$ cat config.mk
export PLATFORM = sky130hd
export DESIGN_NAME = obstacle_spawner
export DESIGN_NICKNAME = d
export VERILOG_FILES = /design/src/rtl/car_racer_pkg.sv /design/src/rtl/frame_gap_counter.sv /design/src/rtl/obstacle_spawner.sv
export SDC_FILE = /design/constraint.sdc
export NUM_CORES = 1
export LEC_CHECK = 0
export BUFFER_PORTS_ARGS = -buffer_cell sky130_fd_sc_hd__buf_2
export CAP_MARGIN = 20
export CORE_ASPECT_RATIO = 0.8
export CORE_MARGIN = 3
export CORE_UTILIZATION = 50
export CTS_BUF_LIST = sky130_fd_sc_hd__clkbuf_8
export DETAILED_ROUTE_END_ITERATION = 8
export PLACE_DENSITY = 0.74
export SYNTH_ARGS = -nofsm -noshare
export SYNTH_HDL_FRONTEND = slang
export SYNTH_SLANG_ARGS = --single-unit
$ cat constraint.sdc
create_clock -name clock -period 1.89 [get_ports clock]
set_input_delay 0.189 -clock clock [delete_from_list [all_inputs] [get_ports clock]]
set_output_delay 0.189 -clock clock [all_outputs]
set_load 0.05 [all_outputs]
$ cat src/rtl/car_racer_pkg.sv
// Shared types and constants for the car racer obstacle path.
package car_racer_pkg;

   localparam int LANES_DEFAULT = 3;
   localparam int GAP_W         = 5;

   typedef enum logic [1:0] {
      IDLE,
      GAP,
      SAMPLE,
      OFFER
   } state_t;

   typedef logic [1:0] lane_t;

   localparam lane_t LANE_NONE = 2'd3;

   // Folds an out-of-range lane onto lane 1, then steps past the previous lane.
   function automatic lane_t map_lane(input lane_t raw, input lane_t prev, input int lanes);
      lane_t last;
      lane_t lane;
      last = lane_t'(lanes - 1);
      lane = (raw > last) ? lane_t'(1) : raw;
      if (lane == prev) begin
         lane = (lane == last) ? lane_t'(0) : lane + lane_t'(1);
      end
      return lane;
   endfunction

endpackage

$ cat src/rtl/frame_gap_counter.sv
// Frame gap counter: loadable, decrements on a qualified tick, saturates at zero.
module frame_gap_counter
   import car_racer_pkg::*;
(
   input  logic             clock,
   input  logic             reset,
   input  logic             load,
   input  logic [GAP_W-1:0] load_value,
   input  logic             tick,
   output logic             zero
);

   logic [GAP_W-1:0] count;

   // NOTE: registered state uses non-blocking assignments so every flop samples pre-edge values.
   always_ff @(posedge clock) begin
      if (reset) begin
         count <= '0;
      end else if (load) begin
         count <= load_value;
      end else if (tick && (count != '0)) begin
         count <= count - 1'b1;
      end
   end

   assign zero = (count == '0);

endmodule

$ cat src/rtl/obstacle_spawner.sv
// Turns LFSR words into obstacle spawn requests with a randomized frame gap
// and no back-to-back spawns in the same lane.
module obstacle_spawner
   import car_racer_pkg::*;
#(
   parameter int N       = 7,
   parameter int LANES   = LANES_DEFAULT,
   parameter int MIN_GAP = 8
) (
   input  logic         clock,
   input  logic         reset,
   input  logic         enable,
   input  logic         frame_tick,
   input  logic [N-1:0] rand_num,
   output logic         spawn_valid,
   input  logic         spawn_ready,
   output logic [1:0]   spawn_lane,
   output logic [1:0]   spawn_speed,
   output logic [7:0]   spawn_count
);

   localparam logic [GAP_W-1:0] MIN_GAP_W = GAP_W'(MIN_GAP);

   state_t           state;
   lane_t            prev_lane;
   logic [GAP_W-1:0] next_gap;
   logic             accept;
   logic             gap_load;
   logic             gap_tick;
   logic             gap_zero;
   logic [GAP_W-1:0] gap_value;

   // A falling enable suppresses the handshake in the same cycle.
   assign accept    = enable && (state == OFFER) && spawn_valid && spawn_ready;
   assign gap_load  = enable && ((state == IDLE) || accept);
   assign gap_value = (state == IDLE) ? MIN_GAP_W : next_gap;
   assign gap_tick  = enable && (state == GAP) && frame_tick;

   frame_gap_counter u_gap (
      .clock      (clock),
      .reset      (reset),
      .load       (gap_load),
      .load_value (gap_value),
      .tick       (gap_tick),
      .zero       (gap_zero)
   );

   always_ff @(posedge clock) begin
      if (reset) begin
         state       <= IDLE;
         spawn_valid <= 1'b0;
         spawn_lane  <= '0;
         spawn_speed <= '0;
         spawn_count <= '0;
         prev_lane   <= LANE_NONE;
         next_gap    <= '0;
      end else if (!enable) begin
         state       <= IDLE;
         spawn_valid <= 1'b0;
      end else begin
         case (state)
            IDLE: state <= GAP;
            GAP: begin
               if (frame_tick && gap_zero) begin
                  state <= SAMPLE;
               end
            end
            SAMPLE: begin
               spawn_lane  <= map_lane(rand_num[1:0], prev_lane, LANES);
               spawn_speed <= rand_num[3:2];
               next_gap    <= MIN_GAP_W + GAP_W'(rand_num[6:4]);
               spawn_valid <= 1'b1;
               state       <= OFFER;
            end
            OFFER: begin
               if (accept) begin
                  prev_lane   <= spawn_lane;
                  spawn_count <= spawn_count + 8'd1;
                  spawn_valid <= 1'b0;
                  state       <= GAP;
               end
            end
            default: state <= IDLE;
         endcase
      end
   end

   generate
      if (N > 7) begin : g_wide
         logic unused_high;
         assign unused_high = ^rand_num[N-1:7];
      end
   endgenerate

endmodule

==> results.sh, run 1 <==
export IMPL_final_antenna_net_count=0
export IMPL_worst_setup_path_type="reg -> reg"
export IMPL_worst_ep_arrival_time_ns=1.88
export IMPL_synth_cell_types=40
export IMPL_post_place_ws_ns=0.237
export IMPL_ys_flop_type="dfxtp_1"
export IMPL_track_usage_pct=18.1
export IMPL_startpoint_type="flip-flop"
export IMPL_dp_hpwl_mm=1.94
export IMPL_endpoint_kind="flip-flop"
export IMPL_ctsHtreeMaxLevel=1
export IMPL_max_clock_freq_mhz=592
export IMPL_wl_mm=2.63
export IMPL_dr_first_iter_drc_count=23
export IMPL_grt_pass1_wl_mm=4.57
export IMPL_row_count=15
export IMPL_async_reset_ff_share_pct=0
export IMPL_drive_above_1_share_pct=19.8
export IMPL_syn_avg_cell_area_um2=8.56
export IMPL_rsz0062_at_grt="false"
export IMPL_finalCritPeriodShare_pct=89.4
export IMPL_vdd_ir_drop_worst_mv=0.593
export IMPL_cp_max_fo=7
export IMPL_finClkSkew_ns=0.00263
export IMPL_numPortBuffers=24
export IMPL_max_cap_violations=0
export IMPL_leakage_nw=0.619
export IMPL_drc=0
export IMPL_diodes=0
export IMPL_layout_area_overhead_vs_synth_pct=15.6
export IMPL_dieHeight_um=51.0
export IMPL_synth_warnings=0
export IMPL_routabilityCongestion=0.763
export IMPL_layout_min_cycle_time_ns=1.69
export IMPL_grt_antenna_before_repair=0
export IMPL_p_per_area_nw_per_um2=725
export IMPL_slew_viol_final=0
export IMPL_fp_dieArea_um2=3180
export IMPL_grt_pass1_vias=1028
export IMPL_coreArea_um2=2270
export IMPL_grt_max_degree=26
export IMPL_ios=25
export IMPL_ctsHoldBuffers=0
export IMPL_synth_edff_count=0
export IMPL_ys_ff_latch=26
export IMPL_nNetsFinal=192
export IMPL_required_ns=2.08
export IMPL_synth_seq_area_share_pct=41.1
export IMPL_max_slew_worst_pin_slew_ns=0.454
export IMPL_finish_cell_count_without_fillers=206
export IMPL_hold_class="in -> reg"
export IMPL_run_status="finished clean"
export IMPL_setup_viol=0
export IMPL_cts_path_max_buffers=2
export IMPL_insertion_delay_ns=0.27
export IMPL_hold_viol=0
export IMPL_syn_nets=167
export IMPL_num_vias=1108
export IMPL_via_per_inst=5.38
export IMPL_start_util_pct=55.8
export IMPL_syn_area_um2=1270
export IMPL_cts_resized=0
export IMPL_cts_buffers=3
export IMPL_clkSlewWorstSetupHoldPaths_ns=0.09
export IMPL_dr_pass1_iters=4
export IMPL_postCtsSetupRepairBufs=0
export IMPL_finalHoldWorstSlack_ns=0.144
export IMPL_cts_tree="done"
export IMPL_avgRoutedWirePerCell_um=12.8
export IMPL_tns_ns=0
export IMPL_max_slew_margin_rel_pct=69.7
export IMPL_cts_root_buffer="clkbuf_8"
export IMPL_die_x_um=62.3
export IMPL_overflow=0
export IMPL_fin_ws_ns=0.200
export IMPL_synth_cells=148
export IMPL_dp_cells=202
export IMPL_clock_sinks=26
==> worst paths after layout <==
kind,start,endpoint,slack (ns),depth (start not counted)
max,state[0]$_SDFFE_PP0P_,u_gap.count[3]$_SDFFE_PP0P_,0.20,6
min,rand_num[3],spawn_speed[1]$_SDFFE_PP0P_,0.14,3
max reg2reg,state[0]$_SDFFE_PP0P_,u_gap.count[3]$_SDFFE_PP0P_,0.20,6
min reg2reg,spawn_speed[0]$_SDFFE_PP0P_,spawn_speed[0]$_SDFFE_PP0P_,0.46,2
==> registers in the layout, indices dropped and copies added (netlist names) <==
signal,count
next_gap,4
prev_lane,2
spawn_count,8
spawn_lane,2
spawn_speed,2
spawn_valid,1
state,2
u_gap.count,5
==> cell usage after synthesis, types with 2 or more instances <==
| library cell | number | area (um2) |
|---|---|---|
| dfxtp_1 | 26 | 521 |
| nand2_1 | 26 | 97.6 |
| nor2_1 | 15 | 56.3 |
| a21oi_1 | 12 | 60.1 |
| ha_1 | 7 | 87.6 |
| inv_1 | 6 | 22.5 |
| a211oi_1 | 4 | 30.0 |
| nor3_1 | 4 | 20.0 |
| o21ai_0 | 4 | 20.0 |
| clkbuf_1 | 3 | 11.3 |
| nand4_1 | 3 | 18.8 |
| xnor2_1 | 3 | 26.3 |
| xor2_1 | 3 | 26.3 |
| nand3_1 | 2 | 10.0 |
| nand3b_1 | 2 | 15.0 |
| nor2b_1 | 2 | 12.5 |
| nor3b_1 | 2 | 15.0 |
| or3_1 | 2 | 12.5 |
==> where the power goes <==
group	total, W	internal [W]	switching (W)	leakage, nW
sequential	0.000577	0.000561	0.0000156	0.211
clock	0.000359	0.000186	0.000172	0.0288
combinational	0.000127	0.0000561	0.0000710	0.379
total	0.00106	0.000804	0.000259	0.619
==> placed cells by master, fill, tap and decap left out, drive strengths merged, types with 3 or more instances in the layout <==
master	n
a211oi	4
a21oi	12
buf	25
clkbuf	4
dfxtp	26
ha	7
inv	6
nand2	26
nand4	4
nor2	15
nor3	4
o21ai	4
xnor2	3
xor2	3
==> cells by family (layout without fill, tap and decap cells) <==
| family | Yosys count | after routing | synth area share [%] |
|---|---|---|---|
| AOI/OAI and AO/OA | 30 | 30 | 15.8 |
| buffers and inverters | 11 | 35 | 3.95 |
| xor gates and xnor gates | 6 | 6 | 4.15 |
| and+or+nand+nor | 67 | 67 | 27.3 |
| adders and majority gates | 7 | 7 | 6.91 |
| DFF | 26 | 26 | 41.1 |
| muxes | 1 | 1 | 0.790 |
==> metrics by stage <==
stage | area (um2) | utilization, % | power, W
after global routing | 1470 | 64.5 | 0.00112
final | 1470 | 64.5 | 0.00106
after global placement | 1410 | 62.1 | 0.000711
after floorplan | 1270 | - | 0.000678
after CTS | 1470 | 64.5 | 0.00107
after detailed placement | 1410 | 62.1 | 0.000716
==> metal layers <==
| layer | GRT usage, % | vias to the layer above | part of all wire [%] |
|---|---|---|---|
| li1 | - | 564 | - |
| met1 | 20.4 | 511 | 46 |
| met2 | 33.9 | 29 | 47 |
| met3 | 4.62 | 4 | 5.0 |
| met4 | 5.49 | 0 | 1.2 |
| met5 | 0 | - | 0 |
==> cell type report <==
cell class	instances	area [um2]
inverter	6	22.5
fill	197	806
multi-input combinational	111	697
tap	34	42.5
clock buffer	4	55.1
timing repair buffer	25	128
sequential	26	520
==> critical path: stages (launching register included) <==
cell and delay (ns):
dfxtp_1 0.41, ha_1 0.28, nand4_2 0.21, buf_4 0.22, nand2_1 0.15, o32ai_1 0.11, a211oi_1 0.22
(Power assumes the default switching activity.)
==> run 2, diff against run 1 <==
- CORE_MARGIN: 3 -> 1
- clock period: 1.89 -> 2 ns (I/O delays scaled with it)
==> run 2 against run 1 <==
- non-clock buffer count is the same
- die area is 14% lower
- critical path depth did not move
- maximum frequency fell by 0.98%
- clock skew up 0.0010 ns
- combinational power decreased by 3%
- utilization grew 0.72 points
- largest cell class unchanged
- largest power group unchanged
==> results.sh, run 2 (synthesis results as in run 1) <==
export IMPL_p_int_w=0.000851
export IMPL_registers_top_by_ff_count="spawn_count"
export IMPL_switching_share_pct=22.4
export IMPL_required_ns=2.19
export IMPL_cts_path_max_buffers=2
export IMPL_p_switching_w=0.000246
export IMPL_cts_resized=0
export IMPL_p_clk_share_pct=39.1
export IMPL_avgRoutedWirePerCell_um=12.7
export IMPL_cts_buffers=3
export IMPL_hold_class="in -> reg"
export IMPL_grt_antenna_before_repair=0
export IMPL_ctsHtreeMaxLevel=1
export IMPL_via_per_inst=5.31
export IMPL_max_slew_worst_pin_slew_ns=0.458
export IMPL_post_place_ws_ns=0.324
export IMPL_largest_registers="spawn_count x8, u_gap.count x5, next_gap x4"
export IMPL_worst_setup_path_type="reg -> reg"
export IMPL_dr_first_iter_drc_count=43
export IMPL_setup_viol=0
export IMPL_run_status="finished clean"
export IMPL_final_cell_mix="26 x nand2_1, 26 x dfxtp_1, 24 x buf_2"
export IMPL_cp_slowest_stage_delay_ns=0.42
export IMPL_leakage_nw=0.626
export IMPL_num_vias=1094
export IMPL_worst_ep_arrival_time_ns=1.90
export IMPL_finalCritPeriodShare_pct=85.3
export IMPL_dieHeight_um=47.0
export IMPL_final_antenna_net_count=0
export IMPL_slew_viol_final=0
export IMPL_startpoint_type="flip-flop"
export IMPL_max_slew_margin_rel_pct=69.4
export IMPL_wl_mm=2.62
export IMPL_routabilityCongestion=0.822
export IMPL_layout_area_overhead_vs_synth_pct=16.9
export IMPL_overflow=0
export IMPL_insertion_delay_ns=0.27
export IMPL_tns_ns=0
export IMPL_crit_slowest_cell="dfxtp_1"
export IMPL_max_cap_violations=0
export IMPL_start_util_pct=55.8
export IMPL_largest_reg_flops=8
export IMPL_seqPwrFrac_pct=49.7
export IMPL_die_x_um=58.3
export IMPL_layout_min_cycle_time_ns=1.71
export IMPL_p_per_area_nw_per_um2=741
export IMPL_cp_max_fo=7
export IMPL_drive_above_1_share_pct=19.8
export IMPL_row_count=15
export IMPL_fp_dieArea_um2=2740
export IMPL_nNetsFinal=192
export IMPL_cts_tree="done"
export IMPL_clock_sinks=26
export IMPL_rsz0062_at_grt="false"
export IMPL_numPortBuffers=24
export IMPL_dr_pass1_iters=4
export IMPL_fillers=203
export IMPL_power_share_combinational_pct=11.2
export IMPL_endpoint_kind="flip-flop"
export IMPL_crit_chain="ha_1 > nand4_2 > buf_4 > nand2_1 > o32ai_1 > a211oi_1"
export IMPL_coreArea_um2=2270
export IMPL_ios=25
export IMPL_grt_pass1_wl_mm=4.38
export IMPL_drc=0
export IMPL_power_w=0.00110
export IMPL_track_usage_pct=21.7
export IMPL_hold_start="rand_num[4]"
export IMPL_max_clock_freq_mhz=586
export IMPL_fin_ws_ns=0.293
export IMPL_vdd_ir_drop_worst_mv=0.443
export IMPL_rr_startpoint="state[0]$_SDFFE_PP0P_"
export IMPL_postCtsSetupRepairBufs=0
export IMPL_grt_max_degree=26
export IMPL_dp_hpwl_mm=1.88
export IMPL_diodes=0
export IMPL_finClkSkew_ns=0.00365
export IMPL_clkSlewWorstSetupHoldPaths_ns=0.09
export IMPL_crit_start="state[0]$_SDFFE_PP0P_"
export IMPL_ctsHoldBuffers=0
export IMPL_hold_viol=0
export IMPL_grt_pass1_vias=1015
export IMPL_cts_root_buffer="clkbuf_8"
-- run 2: cell count changes in the layout (fill, tap and decap cells not counted) --
cell       change
bufinv_16      +1
clkbuf_8       -1
-- run 2: layout make-up --
class                   count  area (um2)  share of cell area, %
flip-flops and latches     26         520                   35.1
well taps                  34        42.5                   2.87
clock inverters             1        30.0                   2.03
inverters                   6        22.5                   1.52
clock buffers               3        41.3                   2.79
repair buffers             25         128                   8.61
multi-input cells         111         697                   47.0
-- run 2: final timing paths --
check	cells past startpoint	slack (ns)	to
setup / recovery	6	0.29	u_gap.count[3]$_SDFFE_PP0P_
hold / removal	3	0.16	next_gap[0]$_SDFFE_PP0P_
setup reg to reg	6	0.29	u_gap.count[3]$_SDFFE_PP0P_
hold reg to reg	2	0.45	spawn_speed[0]$_SDFFE_PP0P_
-- run 2: critical path, delay by kind of cell (launching register included) --
kind            cells  cell delay, ns
compound gates      2            0.35
simple gates        2            0.37
flops               1            0.42
fa+ha+maj           1            0.28
buf+inv             1            0.22
-- run 2: per-layer routing --
metal | wire [um] | share of wire, % | up-vias | track usage, %
li1 | - | - | 562 | -
met3 | 122 | 4.7 | 4 | 6.61
met4 | 19 | 0.72 | 0 | 4.29
met1 | 1240 | 47 | 505 | 25.3
met5 | 0 | 0 | - | 0
met2 | 1240 | 47 | 23 | 40.5
-- run 2: stage by stage --
step	hold slack (ns)	std cells	instance area [um2]	util, %
after CTS	0.155	206	1480	65.2
after global routing	0.160	206	1480	65.2
final	0.164	206	1480	65.2
after global placement	0.440	202	1410	62.1
after floorplan	0.277	148	1270	-
after detailed placement	0.444	202	1410	62.1
-- run 2: power by group through the flow --
| stage | logic (W) | registers, W | clock network, W |
|---|---|---|---|
| CTS | 0.000124 | 0.000545 | 0.000442 |
| global route | 0.000137 | 0.000547 | 0.000464 |
| detailed placement | 0.000122 | 0.000557 | 0 |
| global placement | 0.000116 | 0.000556 | 0 |
| floorplan | 0.0000823 | 0.000558 | 0 |
| finish | 0.000123 | 0.000545 | 0.000429 |
==> run 3, diff against run 2 <==
- CORE_UTILIZATION: 50 -> 45
- PLACE_DENSITY: 0.74 -> 0.68
==> run 3 against run 2 <==
- first-iteration DRC count decreased by 21%
- utilization down 7.3 points
- via count grew 1.6%
- clock skew barely moved
- die area grew 11%
- global-route usage shrank 2.5 points
- critical endpoint is now spawn_count[3]$_SDFFE_PP0P_
- largest cell class unchanged
==> results.sh, run 3 (synthesis results as in run 1) <==
export IMPL_multi_input_area_um2=697
export IMPL_insertion_delay_ns=0.27
export IMPL_post_place_ws_ns=0.326
export IMPL_worstRegToRegCells=5
export IMPL_overflow=0
export IMPL_largest_reg_flops=8
export IMPL_registers_top_by_ff_count="spawn_count"
export IMPL_reg2reg_to="spawn_count[3]$_SDFFE_PP0P_"
export IMPL_ctsHoldBuffers=0
export IMPL_path_depth=5
export IMPL_crit_chain="ha_1 > nand4_2 > buf_4 > or3_1 > a21oi_1"
export IMPL_final_area_um2=1480
export IMPL_startpoint_type="flip-flop"
export IMPL_start_util_pct=49.5
export IMPL_vdd_ir_drop_worst_mv=0.516
export IMPL_grt_pass1_vias=1008
export IMPL_hold_viol=0
export IMPL_fin_util_pct=57.9
export IMPL_clock_sinks=26
export IMPL_dr_first_iter_drc_count=34
export IMPL_numPortBuffers=24
export IMPL_grt_pass1_wl_mm=4.32
export IMPL_cts_tree="done"
export IMPL_dp_cells=204
export IMPL_cts_root_buffer="clkbuf_8"
export IMPL_ctsHtreeMaxLevel=1
export IMPL_setup_viol=0
export IMPL_via_per_inst=5.35
export IMPL_max_slew_margin_rel_pct=69.2
export IMPL_ios=25
export IMPL_fin_ws_ns=0.311
export IMPL_worst_setup_path_type="reg -> reg"
export IMPL_fp_dieArea_um2=3030
export IMPL_crit_family="simple AND/OR/NAND/NOR gates"
export IMPL_tns_ns=0
export IMPL_nNetsFinal=192
export IMPL_avgRoutedWirePerCell_um=12.6
export IMPL_final_cell_mix="26 x nand2_1, 26 x dfxtp_1, 24 x buf_2"
export IMPL_postCtsSetupRepairBufs=0
export IMPL_use_met1_pct=24.4
export IMPL_finalCritPeriodShare_pct=84.5
export IMPL_dieHeight_um=49.5
export IMPL_slew_viol_final=0
export IMPL_dpl_instance_area_um2=1410
export IMPL_cp_slowest_stage_delay_ns=0.41
export IMPL_layout_min_cycle_time_ns=1.69
export IMPL_fillers=251
export IMPL_largest_registers="spawn_count x8, u_gap.count x5, next_gap x4"
export IMPL_coreArea_um2=2560
export IMPL_worst_ep_arrival_time_ns=1.90
export IMPL_drc=0
export IMPL_ff_latch_area_um2=520
export IMPL_r2r_slack_ns=0.31
export IMPL_cp_max_fo=8
export IMPL_dp_hpwl_mm=1.86
export IMPL_row_count=16
export IMPL_track_usage_pct=19.2
export IMPL_diodes=0
export IMPL_run_status="finished clean"
export IMPL_clkSlewWorstSetupHoldPaths_ns=0.09
export IMPL_drive_above_1_share_pct=19.8
export IMPL_rsz0062_at_grt="false"
export IMPL_wl_mm=2.62
export IMPL_crit_start="state[0]$_SDFFE_PP0P_"
export IMPL_finish_cell_count_without_fillers=208
export IMPL_critPathCapture="spawn_count[3]$_SDFFE_PP0P_"
export IMPL_worst_path_buf_inv=1
export IMPL_required_ns=2.21
export IMPL_final_antenna_net_count=0
export IMPL_leakage_nw=0.626
export IMPL_rr_startpoint="state[0]$_SDFFE_PP0P_"
export IMPL_cts_resized=0
export IMPL_die_x_um=61.3
export IMPL_num_vias=1112
export IMPL_hold_class="in -> reg"
export IMPL_top_usage_layer="met2"
export IMPL_cts_buffers=3
export IMPL_max_clock_freq_mhz=592
export IMPL_cts_path_max_buffers=2
export IMPL_crit_slowest_cell="dfxtp_1"
export IMPL_p_per_area_nw_per_um2=749
export IMPL_use_met3_pct=6.04
export IMPL_grt_antenna_before_repair=0
export IMPL_finClkSkew_ns=0.00336
export IMPL_layout_area_overhead_vs_synth_pct=17.1
export IMPL_routabilityCongestion=0.814
export IMPL_max_slew_worst_pin_slew_ns=0.461
export IMPL_dr_pass1_iters=4
export IMPL_grt_max_degree=26
export IMPL_endpoint_kind="flip-flop"
export IMPL_gr_usage_met2_pct=30.4
export IMPL_max_cap_violations=0
[run 3: per-layer routing]
metal	wire, um	vias up
li1	-	566
met1	1210	521
met2	1250	21
met3	132	4
met4	24	0
met5	0	-
[run 3: stage by stage]
step / total power (W) / hold slack [ns]
after global placement: 0.000672 / 0.440
after global routing: 0.00116 / 0.156
final: 0.00111 / 0.152
after floorplan: 0.000640 / 0.277
after detailed placement: 0.000678 / 0.449
after CTS: 0.00112 / 0.147
[run 3: how the worst min path moves through the flow]
| stage | start | end | slack, ns | cells after the start |
|---|---|---|---|---|
| final | rand_num[3] | spawn_speed[1]$_SDFFE_PP0P_ | 0.15 | 3 |
| after global routing | rand_num[3] | spawn_speed[1]$_SDFFE_PP0P_ | 0.16 | 3 |
| after global placement | spawn_speed[1]$_SDFFE_PP0P_ | spawn_speed[1]$_SDFFE_PP0P_ | 0.44 | 2 |
| after CTS | rand_num[5] | next_gap[1]$_SDFFE_PP0P_ | 0.15 | 3 |
| after floorplan | reset | u_gap.count[4]$_SDFFE_PP0P_ | 0.28 | 1 |
| after detailed placement | rand_num[2] | spawn_speed[0]$_SDFFE_PP0P_ | 0.45 | 3 |
[run 3: layout make-up]
type / count / share of cell area, %
multi-input combinational: 111 / 47.0
sequential: 26 / 35.1
timing repair buffer: 25 / 8.60
tap: 36 / 3.04
clock buffer: 3 / 2.78
clock inverter: 1 / 2.02
inverter: 6 / 1.52
[run 3: power breakdown]
| part | leakage (nW) | switching [W] | internal [W] |
|---|---|---|---|
| combinational | 0.379 | 0.0000688 | 0.0000528 |
| clock | 0.0357 | 0.000176 | 0.000268 |
| sequential | 0.211 | 0.0000146 | 0.000530 |
| total | 0.626 | 0.000260 | 0.000851 |
[run 3: worst register-to-register path, delay by kind of cell (launching register included)]
family	cells	cell delay, ns
AND/OR/NAND/NOR	2	0.58
flip-flops	1	0.41
adder cells (fa/ha/maj)	1	0.27
buffers and inverters	1	0.23
AO/OA/AOI/OAI	1	0.14
